`config.mk`:
```
export PLATFORM = sky130hd
export DESIGN_NAME = i2c_shift_register_param
export DESIGN_NICKNAME = d
export VERILOG_FILES = /design/src/rtl/i2c_pkg.sv /design/src/rtl/i2c_shift_register_param.sv
export SDC_FILE = /design/constraint.sdc
export NUM_CORES = 1
export LEC_CHECK = 0
export CAP_MARGIN = 20
export CORE_MARGIN = 1
export CORE_UTILIZATION = 58
export DETAILED_ROUTE_END_ITERATION = 16
export PLACE_DENSITY = 0.84
export SLEW_MARGIN = 40
export SYNTH_ARGS = -nofsm -noshare
export SYNTH_HDL_FRONTEND = slang
export SYNTH_SLANG_ARGS = --single-unit
```
`constraint.sdc`:
```
create_clock -name SCL -period 4.9 [get_ports SCL]
set_clock_uncertainty 0.05 [all_clocks]
set_input_delay 0.98 -clock SCL [delete_from_list [all_inputs] [get_ports SCL]]
set_output_delay 0.98 -clock SCL [all_outputs]
set_load 0.02 [all_outputs]
```
`src/rtl/i2c_pkg.sv`:
```
// Shared definitions for the parametrised I2C SDA shift engine: state
// encoding, SDA drive levels and the wire-position to bit-index mapping.
package i2c_pkg;

    typedef enum logic [2:0] {
        IDLE   = 3'd0,
        RX     = 3'd1,
        RX_ACK = 3'd2,
        TX     = 3'd3,
        TX_ACK = 3'd4
    } state_e;

    localparam logic SDA_RELEASE   = 1'b1;
    localparam logic SDA_DRIVE_LOW = 1'b0;

    // Word bit that travels on the wire at serial position n.
    function automatic int bit_pos(input int n, input int width, input bit msb_first);
        return msb_first ? (width - 1 - n) : n;
    endfunction

endpackage

```
`src/rtl/i2c_shift_register_param.sv`:
```
// Bidirectional SDA shift engine with configurable word width and bit order,
// ACK-slot handling in both directions and a hold register that lets a
// second transmit word follow the ACK slot with no idle bit period.
// All state moves on the falling edge of SCL.
module i2c_shift_register_param
    import i2c_pkg::*;
#(
    parameter int WIDTH     = 8,
    parameter bit MSB_FIRST = 1'b1
) (
    input  logic             SCL,
    input  logic             reset,
    input  logic             SDAIn,
    output logic             SDAOut,
    input  logic [WIDTH-1:0] shiftRegIn,
    output logic [WIDTH-1:0] shiftRegOut,
    input  logic             shiftIn,
    input  logic             shiftOut,
    input  logic             loadShift,
    input  logic             ackEn,
    output logic             byteDone,
    output logic             ackReceived,
    output logic             holdFull,
    output logic             busy
);

    localparam int CW = $clog2(WIDTH + 1);
    localparam int IW = $clog2(WIDTH);
    localparam logic [IW-1:0] POS0 = IW'(bit_pos(0, WIDTH, MSB_FIRST));

    state_e           state_q, state_d;
    logic [CW-1:0]    count_q, count_d;
    logic [WIDTH-1:0] shreg_q, shreg_d;
    logic [WIDTH-1:0] hold_q, hold_d;
    logic             hold_full_q, hold_full_d;
    logic [WIDTH-1:0] rx_word_q, rx_word_d;
    logic             sda_q, sda_d;
    logic             byte_done_q, byte_done_d;
    logic             ack_q, ack_d;
    logic [IW-1:0]    cur_idx;

    // Word bit addressed by the current serial position.
    assign cur_idx = IW'(bit_pos(int'(count_q), WIDTH, MSB_FIRST));

    // Next-state logic: transfer sequencing, bit capture/drive and hold register.
    always_comb begin
        // NOTE: every signal gets a default first so no path leaves it unassigned (no latch).
        state_d     = state_q;
        count_d     = count_q;
        shreg_d     = shreg_q;
        hold_d      = hold_q;
        hold_full_d = hold_full_q;
        rx_word_d   = rx_word_q;
        sda_d       = sda_q;
        byte_done_d = 1'b0;
        ack_d       = ack_q;

        unique case (state_q)
            IDLE: begin
                sda_d = SDA_RELEASE;
                if (loadShift) shreg_d = shiftRegIn;
                if (shiftIn) begin
                    shreg_d[POS0] = SDAIn;
                    count_d       = CW'(1);
                    state_d       = RX;
                end else if (shiftOut) begin
                    // Transmit the word as it stands after a same-edge load.
                    sda_d   = shreg_d[POS0];
                    count_d = CW'(1);
                    state_d = TX;
                end
            end
            RX: begin
                shreg_d[cur_idx] = SDAIn;
                if (count_q == CW'(WIDTH - 1)) begin
                    rx_word_d   = shreg_d;
                    byte_done_d = 1'b1;
                    count_d     = '0;
                    if (ackEn) begin
                        sda_d   = SDA_DRIVE_LOW;
                        state_d = RX_ACK;
                    end else begin
                        state_d = IDLE;
                    end
                end else begin
                    count_d = count_q + CW'(1);
                end
            end
            RX_ACK: begin
                sda_d   = SDA_RELEASE;
                state_d = IDLE;
            end
            TX: begin
                if (count_q == CW'(WIDTH)) begin
                    // Let go of SDA so the master can drive its ACK.
                    sda_d   = SDA_RELEASE;
                    count_d = '0;
                    state_d = TX_ACK;
                end else begin
                    sda_d   = shreg_q[cur_idx];
                    count_d = count_q + CW'(1);
                end
            end
            TX_ACK: begin
                ack_d       = ~SDAIn;
                byte_done_d = 1'b1;
                if (!SDAIn && shiftOut && hold_full_q) begin
                    // Chain the held word straight into the next bit period.
                    shreg_d     = hold_q;
                    hold_full_d = 1'b0;
                    sda_d       = hold_q[POS0];
                    count_d     = CW'(1);
                    state_d     = TX;
                end else begin
                    sda_d   = SDA_RELEASE;
                    state_d = IDLE;
                end
            end
            default: begin
                sda_d   = SDA_RELEASE;
                count_d = '0;
                state_d = IDLE;
            end
        endcase

        // A load while busy parks the word in hold; it wins over a same-edge chain.
        if (loadShift && (state_q != IDLE)) begin
            hold_d      = shiftRegIn;
            hold_full_d = 1'b1;
        end
    end

    // State registers with synchronous reset on the falling SCL edge.
    always_ff @(negedge SCL) begin
        if (reset) begin
            state_q     <= IDLE;
            count_q     <= '0;
            shreg_q     <= '0;
            hold_q      <= '0;
            hold_full_q <= 1'b0;
            rx_word_q   <= '0;
            sda_q       <= SDA_RELEASE;
            byte_done_q <= 1'b0;
            ack_q       <= 1'b0;
        end else begin
            // NOTE: non-blocking assignments so all registers update from the same old values.
            state_q     <= state_d;
            count_q     <= count_d;
            shreg_q     <= shreg_d;
            hold_q      <= hold_d;
            hold_full_q <= hold_full_d;
            rx_word_q   <= rx_word_d;
            sda_q       <= sda_d;
            byte_done_q <= byte_done_d;
            ack_q       <= ack_d;
        end
    end

    assign SDAOut      = sda_q;
    assign shiftRegOut = rx_word_q;
    assign byteDone    = byte_done_q;
    assign ackReceived = ack_q;
    assign holdFull    = hold_full_q;
    assign busy        = (state_q != IDLE);

endmodule

```
==> impl_metrics.ini, run 1 <==
[place]
dp_hpwl_mm = 3.358
placed_area_um2 = 2330
post-place-ws_ns = -0.1793
place_congestion = 0.8933
numPortBuffers = 27

[floorplanning]
die_area_um2 = 3706
fp.dieW_um = 60.88
core.rowCount = 21
coreArea_um2 = 3337
initial_utilization_pct = 60.25
ioPinCount = 28
die_y_um = 60.88

[grt]
grt_max_degree = 21
antenna_found_initial = 0
grt_overflow = 0
grt_pass1_vias = 1804
grt_usage_pct = 29.83
grt_pass1_wl_mm = 7.928

[cells_and_area]
fin_nets = 312
fillCellCount = 256
synthToLayoutAreaGrowth_pct = 26.26
layout-drive-gt1-share_pct = 14.19
finish.instance_area_um2 = 2539
antenna_cells = 0

[clock_tree]
cts_max_level = 2
postCtsSetupBuffers = 0
cts_sinks = 35
cts_tree = yes
cts.repair.resized = 3
clk_root_buffer_cell = clkbuf_4
ctsHoldBuffers = 0
clkLatencyLatePin_ns = 0.44
cts_buffer_depth = 2
clk_pin_slew_worst_paths_ns = 0.05
cts_buffers = 5

[worst_setup_path]
cp_num_buf_inv = 1
slowest_stage = clkdlybuf4s50_1
worstSetupPathType = register to output port
required_ns = 3.87
crit_path_max_fanout = 2
startpoint = shiftRegOut[5]
crit_path_max_incr_delay_ns = 0.61
r2r_end = shiftRegOut[2]
startpoint_type = register
cp_top_family = buffers and inverters
arrival_ns = 3.81
crit_chain = clkdlybuf4s50_1
reg2reg_from = count_q[0]
critical_path.endpoint = shiftRegOut[5]
r2r_cells = 5
path_depth = 1
crit_path_end_kind = output port
r2r_slack_ns = 2.68

[sta]
holdWs_ns = 0.4032
relSlewSlack_pct = 60.79
layout_setup_ws_ns = 0.05752
tightest_slew_ns = 0.5862
finalSetupViolCount = 0
grt_setup_unrepaired = no
slew_viol_final = 0
hold_violations = 0

[synthesis]
synth.most_common_cell = dfxtp_1
syn-num-nets = 246
yosysTopAreaCellShare_pct = 34.85
synth_edf_count = 0
synth.area.mux_share_pct = 8.836
synthArstFlopShare_pct = 0
post_synth.cell_area_avg_um2 = 8.780
syn_area_um2 = 2011
synth_commonest_cells = dfxtp_1 (35), nor2_1 (26), nand2_1 (25), a21oi_1 (14), mux2i_1 (11)
synth_top_area_cell = dfxtp_1
ys_seq_area_share_pct = 34.85
ys.warnings.count = 0
synth_top_family_by_area = simple AND/OR/NAND/NOR gates
synth_cell_types = 58
ys_ff_latch = 35
ys_top_cells_by_area = dfxtp_1 (35%), mux2i_1 (5.5%), nor2_1 (4.9%)
syn_inst = 229
ys.flop_type = dfxtp_1
post_synth_fa_ha_maj_area_fraction_pct = 1.245
synth_compound_area_share_pct = 21.10
synth-simple-area-share_pct = 25.02
synthXorXnorAreaFrac_pct = 0.4356

[route]
drc_errors = 0
wirelength_mm = 4.993
dr.first_iter.drc_count = 151
routed_via_density = 5.787
wl_per_cell_um = 14.60
num_vias = 1979
drtPass1Iterations = 5
drt.antenna.violating_nets = 0

[job]
maxCapViolations = 0

[hold_path]
hp-class = register to register

[power]
power_uw = 846.7
powerDensity_nw_per_um2 = 333.5
ir_drop_v = 0.0002273
p_leak_nw = 1.073

[status]
outcome = finished, final reports clean
[layout by cell type, fill, tap and decap left out, types with 2 or more instances in the layout]
| master | n |
|---|---|
| a211oi_1 | 7 |
| a21oi_1 | 14 |
| a22oi_1 | 3 |
| a311oi_1 | 5 |
| a311oi_2 | 2 |
| and3_1 | 2 |
| and3b_1 | 2 |
| buf_4 | 15 |
| clkbuf_4 | 5 |
| clkdlybuf4s50_1 | 24 |
| clkinv_4 | 2 |
| dfxtp_1 | 35 |
| ha_1 | 2 |
| inv_1 | 41 |
| mux2_2 | 4 |
| mux2i_1 | 11 |
| nand2_1 | 25 |
| nand3_1 | 9 |
| nand3b_1 | 6 |
| nor2_1 | 26 |
| nor2b_1 | 2 |
| nor3_1 | 5 |
| nor3b_2 | 2 |
| o211ai_1 | 2 |
| o21ai_0 | 5 |
| o32a_1 | 3 |
| o41ai_1 | 2 |
[cell families after synthesis]
kind of cell             count (synthesis)
AND/OR/NAND/NOR                         93
multiplexers                            16
flip-flops                              35
AO/OA/AOI/OAI                           56
buffers and inverters                   26
XOR/XNOR                                 1
adder cells (fa/ha/maj)                  2
[sequential cells by signal, summed over array words and instances, names as in the netlist]
signal,count
ackReceived,1
shiftRegOut,8
hold_q,8
holdFull,1
shreg_q,8
state_q,3
count_q,4
byteDone,1
SDAOut,1
[worst register-to-register path: stages, from the launching register on]
cell and delay, ns:
dfxtp_1 0.67, ha_1 0.30, nand3b_1 0.17, nor3_4 0.56
mux2i_1 0.27, nor2_1 0.06
[through the flow]
stage	std cells	TNS, ns	utilization [%]
floorplan	229	0	-
global placement	300	-0.8164	69.82
detailed placement	300	-1.414	69.82
CTS	342	0	76.15
global route	342	0	76.08
finish	342	0	76.08
[routing by layer]
metal  vias up  GRT usage, %  routed length [um]  share of wire, %
li1        968             -                   -                 -
met1       908         34.91                2078                42
met2        90         46.31                2429                49
met3        13         12.37                 369               7.4
met4         0         16.56                 115               2.3
met5         -             0                   0                 0
[cell type report]
| cell class | instances | area [um2] | share of cell area [%] |
|---|---|---|---|
| flip-flops and latches | 35 | 700.7 | 27.60 |
| well taps | 46 | 57.56 | 2.267 |
| clock buffers | 5 | 37.54 | 1.479 |
| clock inverters | 38 | 178.9 | 7.048 |
| repair buffers | 43 | 399.1 | 15.72 |
| multi-input cells | 168 | 1139 | 44.85 |
| inverters | 7 | 26.28 | 1.035 |
[worst min path at each step]
| stage | slack [ns] | cells past startpoint | end | start |
|---|---|---|---|---|
| 5_1_grt | 0.42 | 2 | hold_q[4] | hold_q[4] |
| 4_1_cts | 0.40 | 2 | hold_q[2] | hold_q[2] |
| 3_5_place_dp | 0.40 | 2 | hold_q[2] | hold_q[2] |
| 2_1_floorplan | 0.39 | 2 | hold_q[0] | hold_q[0] |
| 3_3_place_gp | 0.39 | 2 | hold_q[0] | hold_q[0] |
| 6_report | 0.40 | 2 | hold_q[4] | hold_q[4] |
[power by group]
part,switching [mW],internal [mW]
Clock,0.193,0.146
Combinational,0.0954,0.0826
Sequential,0.0239,0.306
Total,0.312,0.534
No activity file was read; power rests on OpenSTA's default activity.
==> run 2, diff against run 1 <==
Settings changed: GPL_TIMING_DRIVEN from default to 0, HOLD_SLACK_MARGIN from default to 0.02, SETUP_SLACK_MARGIN from default to 0.1.
==> impl_metrics.ini, run 2 (synthesis results as in run 1) <==
[floorplanning]
fp.dieW_um = 60.88
initial_utilization_pct = 60.25
core.rowCount = 21
die_area_um2 = 3706
ioPinCount = 28
coreArea_um2 = 3337
die_y_um = 60.88

[cells_and_area]
fin_nets = 316
synthToLayoutAreaGrowth_pct = 27.75
antenna_cells = 0
finish.instance_area_um2 = 2569
layout_common_cells = inv_1 (41), dfxtp_1 (34), nor2_1 (26)
fillCellCount = 260
layout-drive-gt1-share_pct = 15.33
layout_commonest_cell = inv_1

[route]
drc_errors = 0
drt.antenna.violating_nets = 0
dr.first_iter.drc_count = 147
wirelength_mm = 5.270
wl_per_cell_um = 15.23
drtPass1Iterations = 5
routed_via_density = 5.855
num_vias = 2026

[worst_setup_path]
slowest_stage = dfxtp_2
startpoint = state_q[0]
reg2reg_from = count_q[1]
crit_path_max_incr_delay_ns = 0.35
arrival_ns = 3.79
r2r_end = shiftRegOut[6]
crit_chain = buf_4 -> nor3_4 -> inv_4 -> buf_2
crit_path_max_fanout = 10
required_ns = 3.87
startpoint_type = register
r2r_cells = 6
cp_top_family = buffers and inverters
crit_path_end_kind = output port
worstSetupPathType = register to output port
cp_num_buf_inv = 3
r2r_slack_ns = 2.98

[clock_tree]
clk_root_buffer_cell = clkbuf_4
ctsHoldBuffers = 0
cts_max_level = 2
cts_sinks = 35
clkLatencyLatePin_ns = 0.42
cts_buffer_depth = 2
cts_buffers = 5
cts_tree = yes
clk_pin_slew_worst_paths_ns = 0.04

[grt]
grt_max_degree = 12
grt_pass1_wl_mm = 8.521
grt_overflow = 0
antenna_found_initial = 0
grt_usage_pct = 31.66
grt_pass1_vias = 1875

[power]
clockPowerShare_pct = 38.9
p_leak_nw = 1.170
ir_drop_v = 0.0002251
p_comb_share_pct = 22.2
p_sw_uw = 308.6
power_frac_seq_pct = 38.9
power_uw = 840.7
powerDensity_nw_per_um2 = 327.3
p_int_uw = 532.1
swShare_pct = 36.71

[sta]
slew_viol_final = 0
tightest_slew_ns = 0.6484
hold_violations = 0
grt_setup_unrepaired = yes
setup_tns_ns = 0
finalSetupViolCount = 0
relSlewSlack_pct = 56.21

[place]
placed_area_um2 = 2328
numPortBuffers = 26
place_congestion = 0.8973
dp_hpwl_mm = 3.550

[status]
outcome = finished, final reports clean

[hold_path]
hold_path_startpoint = hold_q[0]
hold_depth = 2
min_to = hold_q[0]
hp-class = register to register

[job]
maxCapViolations = 0
[run 2: cell count changes in the layout (fill, tap and decap cells not counted), moves of 3 or more]
cell,change
buf_4,-8
buf_6,+3
buf_2,+5
clkbuf_8,+3
dlymetal6s2s_1,+3
dlygate4sd2_1,+8
clkdlybuf4s50_1,-12
clkbuf_1,+3
[run 2: layer usage]
metal  share of wire (%)  global-route usage [%]  vias to the layer above  routed length (um)
met3                 6.1                   8.955                       13                 322
met2                  48                   48.35                       84                2518
li1                    -                       -                      976                   -
met1                  44                   40.16                      953                2341
met5                   0                       0                        -                   0
met4                 1.6                   17.86                        0                  86
[run 2: worst reg2reg max path, stage by stage, from the launching register on]
cell and delay, ns:
dfxtp_1 0.49, ha_1 0.28, nand3b_1 0.17, nor3_4 0.32
buf_4 0.24, mux2i_1 0.20, nor2_1 0.05
[run 2: power groups by stage]
stage | sequential (mW) | clock (mW) | combinational, mW
after floorplan | 0.327 | 0.0449 | 0.122
after global placement | 0.330 | 0.0449 | 0.172
after detailed placement | 0.331 | 0.0449 | 0.174
after CTS | 0.326 | 0.333 | 0.179
after global routing | 0.329 | 0.364 | 0.202
final | 0.327 | 0.327 | 0.187
[run 2: layout make-up]
class / count / area (um2) / area share, %
multi-input combinational: 168 / 1150 / 44.76
inverter: 7 / 28.78 / 1.120
clock inverter: 38 / 172.7 / 6.722
timing repair buffer: 29 / 276.5 / 10.76
tap: 46 / 57.56 / 2.241
buffer: 18 / 143.9 / 5.602
clock buffer: 5 / 37.54 / 1.461
sequential: 35 / 701.9 / 27.33
[run 2: stage by stage]
stage / cells / worst slack (ns) / hold slack [ns] / utilization, %
2_1_floorplan: 229 / 0.3435 / 0.3860 / -
3_3_place_gp: 301 / -0.2780 / 0.3932 / 69.78
3_5_place_dp: 301 / -0.3233 / 0.3975 / 69.78
4_1_cts: 344 / 0.01011 / 0.4032 / 76.15
5_1_grt: 346 / 0.02902 / 0.4272 / 76.98
6_report: 346 / 0.07534 / 0.4019 / 76.98
[run 2: worst max path at each step]
stage | endpoint | slack, ns | depth (start not counted)
2_1_floorplan | shreg_q[5] | 0.34 | 5
3_5_place_dp | shreg_q[6] | -0.32 | 6
4_1_cts | busy | 0.01 | 4
6_report | busy | 0.08 | 4
5_1_grt | busy | 0.03 | 4
3_3_place_gp | shreg_q[5] | -0.28 | 6
[run 2: timing repair]
item                       CTS  global route
setup buffers                1             2
pin swaps                    2             2
resized for setup           17             5
setup endpoints to repair   11             8
==> run 3, diff against run 2 <==
Settings changed: CORE_UTILIZATION 58 to 50, PLACE_DENSITY 0.84 to 0.74.
==> impl_metrics.ini, run 3 (synthesis results as in run 1) <==
[status]
outcome = finished, final reports clean

[floorplanning]
die_area_um2 = 4279
core.rowCount = 22
ioPinCount = 28
die_y_um = 65.42
initial_utilization_pct = 53.32
fp.dieW_um = 65.42
coreArea_um2 = 3771

[job]
maxCapViolations = 0

[grt]
grt_pass1_vias = 1932
grt_max_degree = 13
grt_pass1_wl_mm = 8.873
grt_overflow = 0
grt_usage_pct = 27.52
antenna_found_initial = 0

[clock_tree]
cts_tree = yes
cts_buffers = 5
cts_max_level = 2
clk_pin_slew_worst_paths_ns = 0.04
clk_root_buffer_cell = clkbuf_8
ctsHoldBuffers = 0
cts_buffer_depth = 2
clkLatencyLatePin_ns = 0.36
cts_sinks = 35

[route]
drt.antenna.violating_nets = 0
drtPass1Iterations = 7
wl_per_cell_um = 15.01
wirelength_mm = 5.222
routed_via_density = 5.635
num_vias = 1961
drc_errors = 0
dr.first_iter.drc_count = 165

[sta]
holdWs_ns = 0.4040
hold_violations = 0
grt_setup_unrepaired = yes
setup_tns_ns = 0
finalSetupViolCount = 0
layout_setup_ws_ns = 0.1147
tightest_slew_ns = 0.5084
relSlewSlack_pct = 66.10
slew_viol_final = 0

[worst_setup_path]
startpoint_type = register
crit_chain = buf_4 -> nor3_4 -> inv_2 -> buf_2
crit_path_max_incr_delay_ns = 0.35
r2r_cells = 6
required_ns = 3.87
slowest_stage = dfxtp_2
worstSetupPathType = register to output port
crit_path_end_kind = output port
r2r_slack_ns = 2.94
r2r_end = shiftRegOut[6]
arrival_ns = 3.76
reg2reg_from = count_q[1]
crit_path_max_fanout = 10

[hold_path]
hp-class = register to register
hold_depth = 2
min_to = hold_q[1]
hold_path_startpoint = hold_q[1]

[place]
place_congestion = 0.9130
numPortBuffers = 26
place_inst = 303
dp_hpwl_mm = 3.604
post-place-ws_ns = -0.3015
placed_area_um2 = 2331

[cells_and_area]
synthToLayoutAreaGrowth_pct = 29.93
fin_nets = 316
layout_common_cells = inv_1 (41), dfxtp_1 (34), nor2_1 (26)
layout-drive-gt1-share_pct = 16.33
fin_util_pct = 69.28
layout_commonest_cell = inv_1
layout.cells.non_filler = 348
finish.instance_area_um2 = 2613
antenna_cells = 0

[power]
ir_drop_v = 0.0001952
powerDensity_nw_per_um2 = 322.8
p_leak_nw = 1.181
power_uw = 843.4
## run 3: changes by cell type in the layout (fill, tap and decap cells not counted), sizes merged
cell	delta
dlymetal6s2s	+2
clkinvlp	-1
inv	+1
clkinv	+1
clkdlybuf4s50	+6
dlygate4sd2	-8
bufinv	-1
## run 3: layer usage
layer	wire length [um]	part of all wire [%]	vias up	GRT usage [%]
met4	54	1.0	0	11.68
met3	277	5.3	7	9.722
li1	-	-	974	-
met1	2410	46	928	34.52
met2	2480	47	52	42.40
met5	0	0	-	0
## run 3: area by class of cell
class                      instances  area [um2]
clock inverter                    38       152.6
clock buffer                       5       68.82
inverter                           7       26.28
sequential                        35       701.9
tap                               48       60.06
timing repair buffer              29       291.5
multi-input combinational        168        1167
buffer                            18       143.9
fill                             330        1159
## run 3: worst max path at each step
| stage | startpoint | to | slack, ns | depth (start not counted) |
|---|---|---|---|---|
| finish | state_q[0] | busy | 0.11 | 4 |
| global route | state_q[0] | busy | 0.04 | 4 |
| CTS | state_q[0] | busy | 0.1 | 4 |
| detailed placement | shiftOut | shreg_q[5] | -0.30 | 6 |
| global placement | shiftOut | shreg_q[5] | -0.29 | 6 |
| floorplan | SDAIn | shreg_q[5] | 0.34 | 5 |
## run 3: repair_timing
action                                  4_1_cts  5_1_grt
gates cloned                                  0        0
endpoints found under the setup margin        4       14
setup buffers                                 2        1
pin swaps                                     2        2
gates resized for setup                       8       10
## run 3: worst max-delay path, delay by kind of cell, from the launching register on
kind	cells	cell delay, ns
buffers and inverters	3	0.42
flip-flops	1	0.35
AND/OR/NAND/NOR	1	0.17
## run 3: power by group
part | total (mW) | switching (mW) | internal, mW
Sequential | 0.328 | 0.0208 | 0.307
Clock | 0.329 | 0.190 | 0.139
Combinational | 0.186 | 0.103 | 0.0837
